--- src/rtl/f_pc_unit.sv ---
// ---------------------------------------------------------------------------
// f_pc_unit -- fetch-stage program counter
//
// Holds the current fetch PC and selects the next one. From highest to lowest
// priority the choices are: exception entry, stall (hold), ERET return to EPC,
// taken D-stage branch/jump target, and the sequential pc+4.
// It also flags the F instruction fetched behind an ERET (is_eret_aft), so its
// exception is suppressed. It flags an F instruction sitting in a branch delay
// slot (bd).
//
// Optional feature macro: F_FETCH_CNT_EN
//   When defined, adds the fetch_cnt output. This is a saturating count of
//   valid fetches retired from F.
//
// Ports
//   clk          in   1   system clock
//   reset        in   1   synchronous, active-low reset
//   stall        in   1   hazard-unit stall; hold PC
//   d_is_jump    in   1   instr in D is a branch/jump (F instr is its delay slot)
//   br_taken     in   1   D-stage branch/jump resolved taken
//   br_target    in   32  D-stage branch/jump target
//   eret_req     in   1   ERET in D stage
//   epc          in   32  CP0 EPC value
//   exc_req      in   1   CP0 exception/interrupt taken this cycle
//   pc           out  32  current fetch PC
//   is_eret_aft  out  1   F instr is the wrong-path fetch after an ERET
//   bd           out  1   F instr is a branch delay slot
//   fetch_cnt    out  32  valid fetches retired from F (F_FETCH_CNT_EN only)
// ---------------------------------------------------------------------------
module f_pc_unit #(
  parameter logic [31:0] RESET_PC  = 32'h0000_3000,
  parameter logic [31:0] EXC_ENTRY = 32'h0000_4180
) (
  input  logic        clk,
  input  logic        reset,
  input  logic        stall,
  input  logic        d_is_jump,
  input  logic        br_taken,
  input  logic [31:0] br_target,
  input  logic        eret_req,
  input  logic [31:0] epc,
  input  logic        exc_req,
  output logic [31:0] pc,
  output logic        is_eret_aft,
  output logic        bd
`ifdef F_FETCH_CNT_EN
  ,
  output logic [31:0] fetch_cnt
`endif
);

  logic [31:0] next_pc;
  logic        eret_pend;

  // An exception redirects even while stalled. ERET outranks a branch
  // because ERET has no delay slot. Sequential flow wraps at 2^32.
  always_comb begin
    next_pc = pc + 32'd4;
    if (exc_req) begin
      next_pc = EXC_ENTRY;
    end else if (stall) begin
      next_pc = pc;
    end else if (eret_req) begin
      next_pc = epc;
    end else if (br_taken) begin
      next_pc = br_target;
    end
  end

  // Requests held off by a stall are not latched here. The requester keeps
  // them asserted until the first unstalled cycle.
  always_ff @(posedge clk) begin
    if (!reset) begin
      pc <= RESET_PC;
    end else begin
      pc <= next_pc;
    end
  end

  // eret_pend is set when an ERET actually redirects. It then covers the
  // cycle in which the return target sits in F. It is cleared on the next
  // unstalled cycle, and an exception cancels it.
  always_ff @(posedge clk) begin
    if (!reset) begin
      eret_pend <= 1'b0;
    end else if (exc_req) begin
      eret_pend <= 1'b0;
    end else if (!stall) begin
      eret_pend <= eret_req;
    end
  end

  // eret_pend has no consumer inside this block. It is kept as visible state
  // for debug.
  logic unused_eret_pend;
  assign unused_eret_pend = eret_pend;

  // The F instruction behind an ERET in D is wrong-path, and so is its
  // exception. This is driven from the live request, not from eret_pend, so
  // the return target itself is never marked.
  assign is_eret_aft = eret_req & ~exc_req;
  assign bd          = d_is_jump & ~eret_req;

`ifdef F_FETCH_CNT_EN
  // Counts only cycles where the F instruction really moves on. The count
  // saturates instead of wrapping.
  always_ff @(posedge clk) begin
    if (!reset) begin
      fetch_cnt <= 32'd0;
    end else if (!stall && !exc_req && !is_eret_aft && (fetch_cnt != 32'hFFFF_FFFF)) begin
      fetch_cnt <= fetch_cnt + 32'd1;
    end
  end
`endif

endmodule

--- config.mk ---
export PLATFORM = sky130hd
export DESIGN_NAME = f_pc_unit
export DESIGN_NICKNAME = d
export VERILOG_FILES = /design/src/rtl/f_pc_unit.sv
export SDC_FILE = /design/constraint.sdc
export NUM_CORES = 1
export LEC_CHECK = 0
export ABC_CLOCK_PERIOD_IN_PS = 2700
export CORE_ASPECT_RATIO = 2
export CORE_MARGIN = 8
export CORE_UTILIZATION = 41
export DETAILED_ROUTE_END_ITERATION = 16
export PLACE_DENSITY = 0.85
export SYNTH_ARGS = -nofsm -noshare
export SYNTH_HDL_FRONTEND = slang
export SYNTH_SLANG_ARGS = --single-unit
--- constraint.sdc ---
create_clock -name clk -period 2.7 [get_ports clk]
set_input_delay 0.27 -clock clk [delete_from_list [all_inputs] [get_ports clk]]
set_output_delay 0.27 -clock clk [all_outputs]
set_load 0.005 [all_outputs]
==> results of run 1 <==
==> worst paths after layout <==
| kind | cells after the start | from | end |
|---|---|---|---|
| worst max register to register | 6 | pc[2] | pc[28] |
| worst max-delay path | 6 | pc[2] | pc[28] |
| worst min register to register | 2 | pc[12] | pc[12] |
| worst min-delay path | 2 | pc[12] | pc[12] |
==> cell type report <==
class                   count  area, um2  share of cell area, %
flip-flops and latches     32      640.6                  18.44
repair buffers            120       1161                  33.43
clock buffers               8      90.09                  2.594
well taps                  60      75.07                  2.161
multi-input cells         235       1484                  42.72
inverters                   6      22.52                 0.6484
==> layout by cell type (no fill, tap or decap), types with 3 or more instances in the layout <==
master,netlist,routed
clkdlybuf4s50_1,0,104
dfxtp_1,32,32
a21oi_1,25,25
nor2_1,23,23
nand2_1,22,22
nand3_1,19,19
o21ai_0,19,19
buf_4,0,16
o211ai_1,13,13
o311ai_0,9,9
o22ai_1,9,9
nand4_1,9,9
a221o_1,8,8
a22oi_1,8,8
nor3_1,7,7
a31oi_1,6,6
clkbuf_8,0,6
inv_1,5,5
nand2b_1,4,4
and3_1,4,4
nor2b_1,3,3
o31ai_1,3,3
a21o_1,3,3
or4_1,3,3
==> layer usage <==
| layer | global-route usage [%] | vias up | wire [um] |
|---|---|---|---|
| met5 | 0 | - | 0 |
| met4 | 8.774 | 0 | 247 |
| met3 | 6.766 | 23 | 957 |
| li1 | - | 1384 | - |
| met1 | 24.35 | 1359 | 3322 |
| met2 | 37.21 | 185 | 4465 |
==> synthesized netlist by cell type, drive strengths merged (6+ instances only) <==
cell	number
nand4	11
dfxtp	32
o21ai	19
o22ai	9
o211ai	13
nor2	23
a22oi	8
clkbuf	19
a221o	8
nor3	7
a21oi	25
nand2	23
nand3	19
a31oi	6
o311ai	9
==> cell families (layout without fill, tap and decap cells) <==
kind of cell    count (synthesis)  count (layout)  synth area share (%)
flops                          32              32                 28.78
mux                             2               2                0.8994
compound gates                122             122                 38.06
simple gates                  110             110                 27.15
fa+ha+maj                       1               1                0.5620
buf+inv                        27             134                 4.553
==> worst max-delay path, delay by kind of cell (launching register included) <==
kind                     cells  cell delay [ps]
AND/OR/NAND/NOR              4             1280
flip-flops                   1              460
adder cells (fa/ha/maj)      1              250
AO/OA/AOI/OAI                1              110
==> power by group through the flow <==
| stage | Sequential [mW] | Combinational [mW] | Clock, mW |
|---|---|---|---|
| floorplan | 0.530 | 0.131 | 0 |
| global placement | 0.534 | 0.322 | 0 |
| detailed placement | 0.534 | 0.328 | 0 |
| CTS | 0.524 | 0.331 | 0.385 |
| global route | 0.529 | 0.356 | 0.408 |
| finish | 0.525 | 0.332 | 0.388 |
==> results.sh, run 1 <==
export IMPL_routedWlPerCell_um=19.51
export IMPL_postPlaceCellArea_um2=3383
export IMPL_largest_register_ffs=30
export IMPL_place_ws_ps=467.3
export IMPL_worst_slack_ps=528.4
export IMPL_cts_root_buffer="clkbuf_8"
export IMPL_routed_via_count=2951
export IMPL_netlist_area_leader_share_pct=28.78
export IMPL_synth_area_top_cells="dfxtp_1, a21oi_1, o211ai_1"
export IMPL_port_buffers=104
export IMPL_fin_util_pct=65.23
export IMPL_finalNonFillerCells=461
export IMPL_clock_path_buffers=2
export IMPL_ys_ff_latch=32
export IMPL_stdcell_area_um2=3473
export IMPL_p_clk_share_pct=31.1
export IMPL_setup_violations=0
export IMPL_area_delta_synth_final_pct=56.04
export IMPL_cpMostUsedCell="nand3_1"
export IMPL_drt_iter0_drc=207
export IMPL_p_comb_share_pct=26.7
export IMPL_io_pins=105
export IMPL_synth_seq_area_share_pct=28.78
export IMPL_min_path_type="reg2reg"
export IMPL_grt_overflow=0
export IMPL_crit_type="reg2reg"
export IMPL_worstPathArrival_ps=2370
export IMPL_final_nets=472
export IMPL_fp_dieW_um=68.10
export IMPL_p_total_mw=1.245
export IMPL_fmax_mhz=460.5
export IMPL_synth_top_cell_by_area="dfxtp_1"
export IMPL_die_area_um2=8186
export IMPL_max_cap_violations=0
export IMPL_async_flop_share_pct=0
export IMPL_core_rowCount=38
export IMPL_syn_inst=294
export IMPL_start_util_pct=41.80
export IMPL_cts_tree="done"
export IMPL_period_share_pct=80.43
export IMPL_power_internal_uw=896.2
export IMPL_cts_hold_buffers=0
export IMPL_syn_nets=366
export IMPL_ys_flop_type="dfxtp_1"
export IMPL_reg_top3="pc x30"
export IMPL_power_density_nw_per_um2=358.6
export IMPL_status="finished clean"
export IMPL_yosysUniqueCellTypes=50
export IMPL_drcViolationCount=0
export IMPL_clkTransAtPathRegs_ps=70
export IMPL_grt_pass1_vias=3021
export IMPL_htreeDepth=2
export IMPL_drv_slew=0
export IMPL_placed_cells=453
export IMPL_worst_setup_path_start_kind="register"
export IMPL_cp_cell_sequence="ha_1 -> nand3_1 -> nor4_4 -> nand3_1 -> or4_1 -> o211ai_1"
export IMPL_crit_required_ps=2900
export IMPL_grt_max_degree=21
export IMPL_nFillCells=481
export IMPL_routed_wl_um=8993
export IMPL_synth_warnings=0
export IMPL_layout_min_cycle_time_ps=2172
export IMPL_synth_edf_count=0
export IMPL_relSlewSlack_pct=57.93
export IMPL_post_cts_setup_buffers=0
export IMPL_timing_hold_ws_ps=518.2
export IMPL_cp_max_fo=7
export IMPL_viasPerCell=6.401
export IMPL_worst_pin_slew_ps=625.9
export IMPL_cts_made_buffers=5
export IMPL_die_height_um=120.2
export IMPL_worst_clock_skew_ps=10.15
export IMPL_vdd_drop_max_mv=0.3895
export IMPL_globalplace_congestion=0.9133
export IMPL_top_register="pc"
export IMPL_critPathMaxStageDelay_ps=510
export IMPL_avgSynthCellArea_um2=7.571
export IMPL_layout_drive_gt1_share_pct=8.728
export IMPL_cts_sinks=32
export IMPL_r2r_slack_ps=530
export IMPL_drtPass1Iterations=5
export IMPL_clkLatencyLatePin_ps=290
export IMPL_grt_pass1_wl_um=14490
export IMPL_syn_area_um2=2226
export IMPL_finalHoldViolations=0
export IMPL_p_sw_uw=349.2
export IMPL_cts_resized=0
export IMPL_slowest_stage="or4_1"
export IMPL_fin_tns_setup_ps=0
export IMPL_dp_hpwl_um=6954
export IMPL_coreArea_um2=5325
export IMPL_p_leak_nw=1.206
export IMPL_final_antenna_net_count=0
export IMPL_seq_power_share_pct=42.2
export IMPL_n_antenna_cell=0
export IMPL_rsz0062_at_grt="no"
export IMPL_antenna_found_initial=0
export IMPL_grt_util_all_layers_pct=22.03
export IMPL_endpoint_kind="register"
export IMPL_switching_share_pct=28.04
Note: power is estimated with default switching activity, not from simulation.
==> inputs of run 2 (changes only) <==
- ABC_CLOCK_PERIOD_IN_PS: 2700 -> 2000
- clock period: 2.7 -> 2 ns (I/O delays scaled with it)
==> results.sh, run 2 (synthesized netlist as in run 1, its figures left out) <==
export IMPL_status="finished clean"
export IMPL_switching_share_pct=28.20
export IMPL_stdcell_area_um2=3757
export IMPL_cts_made_buffers=5
export IMPL_final_common_cell="clkdlybuf4s50_1"
export IMPL_r2r_slack_ps=60
export IMPL_cts_hold_buffers=0
export IMPL_grt_overflow=0
export IMPL_coreArea_um2=5325
export IMPL_fin_tns_setup_ps=0
export IMPL_worst_pin_slew_ps=387.0
export IMPL_viasPerCell=6.225
export IMPL_cts_sinks=32
export IMPL_dp_hpwl_um=7543
export IMPL_die_height_um=120.2
export IMPL_top_register="pc"
export IMPL_die_area_um2=8186
export IMPL_multi_input_area_um2=1508
export IMPL_drt_iter0_drc=219
export IMPL_routed_wl_um=9583
export IMPL_antenna_found_initial=0
export IMPL_io_pins=105
export IMPL_grt_max_degree=26
export IMPL_critPathMaxStageDelay_ps=520
export IMPL_grt_pass1_vias=3239
export IMPL_endpoint_kind="register"
export IMPL_fp_dieW_um=68.10
export IMPL_cts_root_buffer="clkbuf_8"
export IMPL_htreeDepth=2
export IMPL_n_antenna_cell=0
export IMPL_routed_via_count=3069
export IMPL_final_nets=504
export IMPL_p_leak_nw=1.376
export IMPL_seq_power_share_pct=40.8
export IMPL_seqCellArea_um2=648.1
export IMPL_cp_max_fo=7
export IMPL_port_buffers=104
export IMPL_grt_util_all_layers_pct=23.53
export IMPL_core_rowCount=38
export IMPL_clkTransAtPathRegs_ps=70
export IMPL_reg_top3="pc x30"
export IMPL_power_internal_mw=1.236
export IMPL_finalHoldViolations=0
export IMPL_drv_slew=0
export IMPL_max_cap_violations=0
export IMPL_area_delta_synth_final_pct=68.80
export IMPL_worst_setup_path_start_kind="register"
export IMPL_crit_required_ps=2210
export IMPL_p_clk_share_pct=30.5
export IMPL_p_sw_uw=485.3
export IMPL_placed_cells=485
export IMPL_relSlewSlack_pct=73.87
export IMPL_timing_hold_ws_ps=509.7
export IMPL_postPlaceCellArea_um2=3636
export IMPL_routedWlPerCell_um=19.44
export IMPL_power_density_nw_per_um2=458.1
export IMPL_crit_type="reg2reg"
export IMPL_clkLatencyLatePin_ps=290
export IMPL_cp_cell_sequence="nand4_2 -> or4_4 -> or4_1 -> a21o_1 -> a21oi_2"
export IMPL_drtPass1Iterations=5
export IMPL_setup_violations=0
export IMPL_worstPathArrival_ps=2150
export IMPL_slowest_stage="or4_4"
export IMPL_layout_min_cycle_time_ps=1941
export IMPL_fmax_mhz=515.2
export IMPL_clock_path_buffers=2
export IMPL_rsz0062_at_grt="no"
export IMPL_largest_register_ffs=30
export IMPL_worst_clock_skew_ps=7.189
export IMPL_grt_pass1_wl_um=15540
export IMPL_globalplace_congestion=0.9172
export IMPL_p_comb_share_pct=28.7
export IMPL_final_antenna_net_count=0
export IMPL_min_path_type="in2reg"
export IMPL_drcViolationCount=0
export IMPL_vdd_drop_max_mv=0.4293
export IMPL_finalNonFillerCells=493
export IMPL_start_util_pct=41.80
export IMPL_layout_common_cells="clkdlybuf4s50_1, buf_4, dfxtp_1, a21oi_1, nor2_1"
export IMPL_layout_drive_gt1_share_pct=17.32
export IMPL_cts_tree="done"
export IMPL_nFillCells=471
export IMPL_period_share_pct=97.05
-- run 2: layout make-up --
type | instances | area share (%)
sequential | 32 | 17.25
timing repair buffer | 152 | 37.63
clock buffer | 8 | 2.398
inverter | 6 | 0.5994
multi-input combinational | 235 | 40.13
tap | 60 | 1.998
-- run 2: metrics by stage --
step           worst slack [ps]  utilization (%)  total power [mW]
2_1_floorplan             15.58                -            0.8918
3_3_place_gp              21.22            68.28             1.191
3_5_place_dp             -80.07            68.28             1.200
4_1_cts                   6.337            70.18             1.716
5_1_grt                   9.013            70.56             1.795
6_report                  58.91            70.56             1.721
-- run 2: power groups by stage --
stage	clock [mW]	combinational, mW	sequential (mW)
2_1_floorplan	0	0.176	0.715
3_3_place_gp	0	0.478	0.713
3_5_place_dp	0	0.486	0.714
4_1_cts	0.525	0.490	0.700
5_1_grt	0.556	0.533	0.706
6_report	0.525	0.495	0.702
-- run 2: path summary, 6_finish.rpt --
path              endpoint    from  cells past startpoint
setup reg to reg    pc[15]   pc[5]                      5
hold / removal       pc[7]  epc[7]                      3
setup / recovery    pc[15]   pc[5]                      5
hold reg to reg     pc[12]  pc[12]                      2
-- run 2: per-layer routing --
layer | wire length (um) | GRT usage, % | share of wire, % | vias up
li1 | - | - | - | 1445
met1 | 3595 | 25.60 | 38 | 1418
met2 | 4771 | 40.46 | 50 | 182
met3 | 991 | 6.951 | 10 | 24
met4 | 225 | 9.161 | 2.3 | 0
met5 | 0 | 0 | 0 | -
-- run 2: critical path: cells and delay by family, from the launching register on --
kind | cells | cell delay [ps]
simple gates | 3 | 1150
flops | 1 | 390
compound gates | 2 | 340
-- run 2: repair_timing --
action / in CTS / in global routing
gates resized for setup: 3 / 8
setup buffers: 0 / 0
endpoints found under the setup margin: 4 / 6
endpoints found under the hold margin: 0 / 0
==> inputs of run 3 (changes only) <==
- CAP_MARGIN: default -> 20
- CORE_UTILIZATION: 41 -> 43
- CTS_BUF_LIST: default -> sky130_fd_sc_hd__clkbuf_8
- PLACE_DENSITY: 0.85 -> 0.89
- REMOVE_ABC_BUFFERS: default -> 1
==> results.sh, run 3 (synthesized netlist as in run 1, its figures left out) <==
export IMPL_reg2reg_depth=5
export IMPL_endpoint_kind="register"
export IMPL_routed_via_count=3095
export IMPL_start_util_pct=44.11
export IMPL_worst_r2r_endpoint="pc[21]"
export IMPL_worst_clock_skew_ps=5.284
export IMPL_drv_slew=0
export IMPL_dp_hpwl_um=7293
export IMPL_routed_wl_um=9567
export IMPL_cts_sinks=32
export IMPL_grt_pass1_vias=3181
export IMPL_port_buffers=104
export IMPL_p_leak_nw=1.337
export IMPL_clock_path_buffers=2
export IMPL_cp_cell_sequence="nand4_2 -> or4_4 -> or4_4 -> nand3_1 -> o31ai_2"
export IMPL_antenna_found_initial=0
export IMPL_r2r_slack_ps=80
export IMPL_die_height_um=117.8
export IMPL_clkLatencyLatePin_ps=290
export IMPL_crit_type="reg2reg"
export IMPL_fp_dieW_um=66.88
export IMPL_grt_overflow=0
export IMPL_n_antenna_cell=0
export IMPL_crit_family="simple AND/OR/NAND/NOR gates"
export IMPL_crit_required_ps=2170
export IMPL_layout_common_cells="clkdlybuf4s50_1, buf_4, dfxtp_1, a21oi_1, nor2_1"
export IMPL_drtPass1Iterations=5
export IMPL_worstPathArrival_ps=2090
export IMPL_largest_register_ffs=30
export IMPL_period_share_pct=95.88
export IMPL_nFillCells=393
export IMPL_max_cap_violations=0
export IMPL_min_path_type="in2reg"
export IMPL_cp_max_fo=5
export IMPL_cts_root_buffer="clkbuf_8"
export IMPL_core_rowCount=37
export IMPL_top_register="pc"
export IMPL_grt_pass1_wl_um=15330
export IMPL_area_delta_synth_final_pct=65.49
export IMPL_worst_pin_slew_ps=448.6
export IMPL_drt_iter0_drc=206
export IMPL_clkTransAtPathRegs_ps=70
export IMPL_htreeDepth=2
export IMPL_fmax_mhz=521.5
export IMPL_cp_num_buf_inv=0
export IMPL_globalplace_congestion=0.9170
export IMPL_worst_setup_path_start_kind="register"
export IMPL_critPathMaxStageDelay_ps=560
export IMPL_rsz0062_at_grt="yes"
export IMPL_cts_hold_buffers=0
export IMPL_worst_slack_ps=82.38
export IMPL_place_ws_ps=39.97
export IMPL_path_depth=5
export IMPL_r2r_start="pc[5]"
export IMPL_cts_made_buffers=5
export IMPL_fin_util_pct=73.00
export IMPL_setup_violations=0
export IMPL_layout_min_cycle_time_ps=1918
export IMPL_cts_tree="done"
export IMPL_critPathCapture="pc[21]"
export IMPL_grt_util_all_layers_pct=23.67
export IMPL_vdd_drop_max_mv=0.5294
export IMPL_p_total_mw=1.742
export IMPL_grt_max_degree=32
export IMPL_io_pins=105
export IMPL_crit_start="pc[5]"
export IMPL_status="finished clean"
export IMPL_relSlewSlack_pct=69.72
export IMPL_timing_hold_ws_ps=507.8
export IMPL_finalHoldViolations=0
export IMPL_coreArea_um2=5046
export IMPL_final_common_cell="clkdlybuf4s50_1"
export IMPL_slowest_stage="or4_4"
export IMPL_layout_drive_gt1_share_pct=15.33
export IMPL_die_area_um2=7875
export IMPL_viasPerCell=6.421
export IMPL_reg_top3="pc x30"
export IMPL_post_cts_setup_buffers=0
export IMPL_drcViolationCount=0
export IMPL_final_nets=496
export IMPL_fin_tns_setup_ps=0
export IMPL_routedWlPerCell_um=19.85
export IMPL_cpMostUsedCell="or4_4"
export IMPL_final_antenna_net_count=0
export IMPL_power_density_nw_per_um2=473.0
-- run 3: worst min path at each step --
stage	slack, ps	depth (start not counted)	from	endpoint
after floorplan	290	1	reset	pc[12]
after global placement	490	2	pc[12]	pc[12]
after detailed placement	500	2	pc[12]	pc[12]
after CTS	510	3	epc[8]	pc[8]
after global routing	520	3	epc[8]	pc[8]
final	510	3	epc[8]	pc[8]
-- run 3: final cells by class --
class                           count  area (um2)  share of cell area [%]
Clock buffer                        7       96.34                   2.615
Sequential cell                    32       648.1                   17.60
Inverter                            6       22.52                  0.6114
Multi-Input combinational cell    235        1490                   40.46
Timing Repair Buffer              144        1354                   36.75
Tap cell                           58       72.57                   1.970
-- run 3: where the power goes --
part / switching (mW) / total, mW / internal, mW
logic: 0.204 / 0.486 / 0.282
clock network: 0.247 / 0.554 / 0.307
registers: 0.0360 / 0.703 / 0.667
-- run 3: stage by stage --
stage	cell area [um2]	std cells
floorplan	2147	273
global placement	3573	475
detailed placement	3573	475
CTS	3675	482
global route	3684	482
finish	3684	482
-- run 3: worst reg2reg max path: cells and delay by family, from the launching register on --
family	cells	cell delay, ps
and+or+nand+nor	4	1370
DFF	1	380
AOI/OAI and AO/OA	1	70
-- run 3: metal layers --
| metal | up-vias | track usage [%] | part of all wire [%] |
|---|---|---|---|
| met5 | - | 0 | 0 |
| met4 | 0 | 7.642 | 2.1 |
| met3 | 23 | 8.198 | 12 |
| met2 | 208 | 39.37 | 49 |
| met1 | 1438 | 26.78 | 37 |
| li1 | 1426 | - | - |
-- run 3: what timing repair did --
| item | CTS | global route |
|---|---|---|
| resized for setup | 1 | 7 |
| pin swaps | 1 | 2 |
| setup endpoints to repair | 1 | 7 |
| cloned | 0 | 0 |
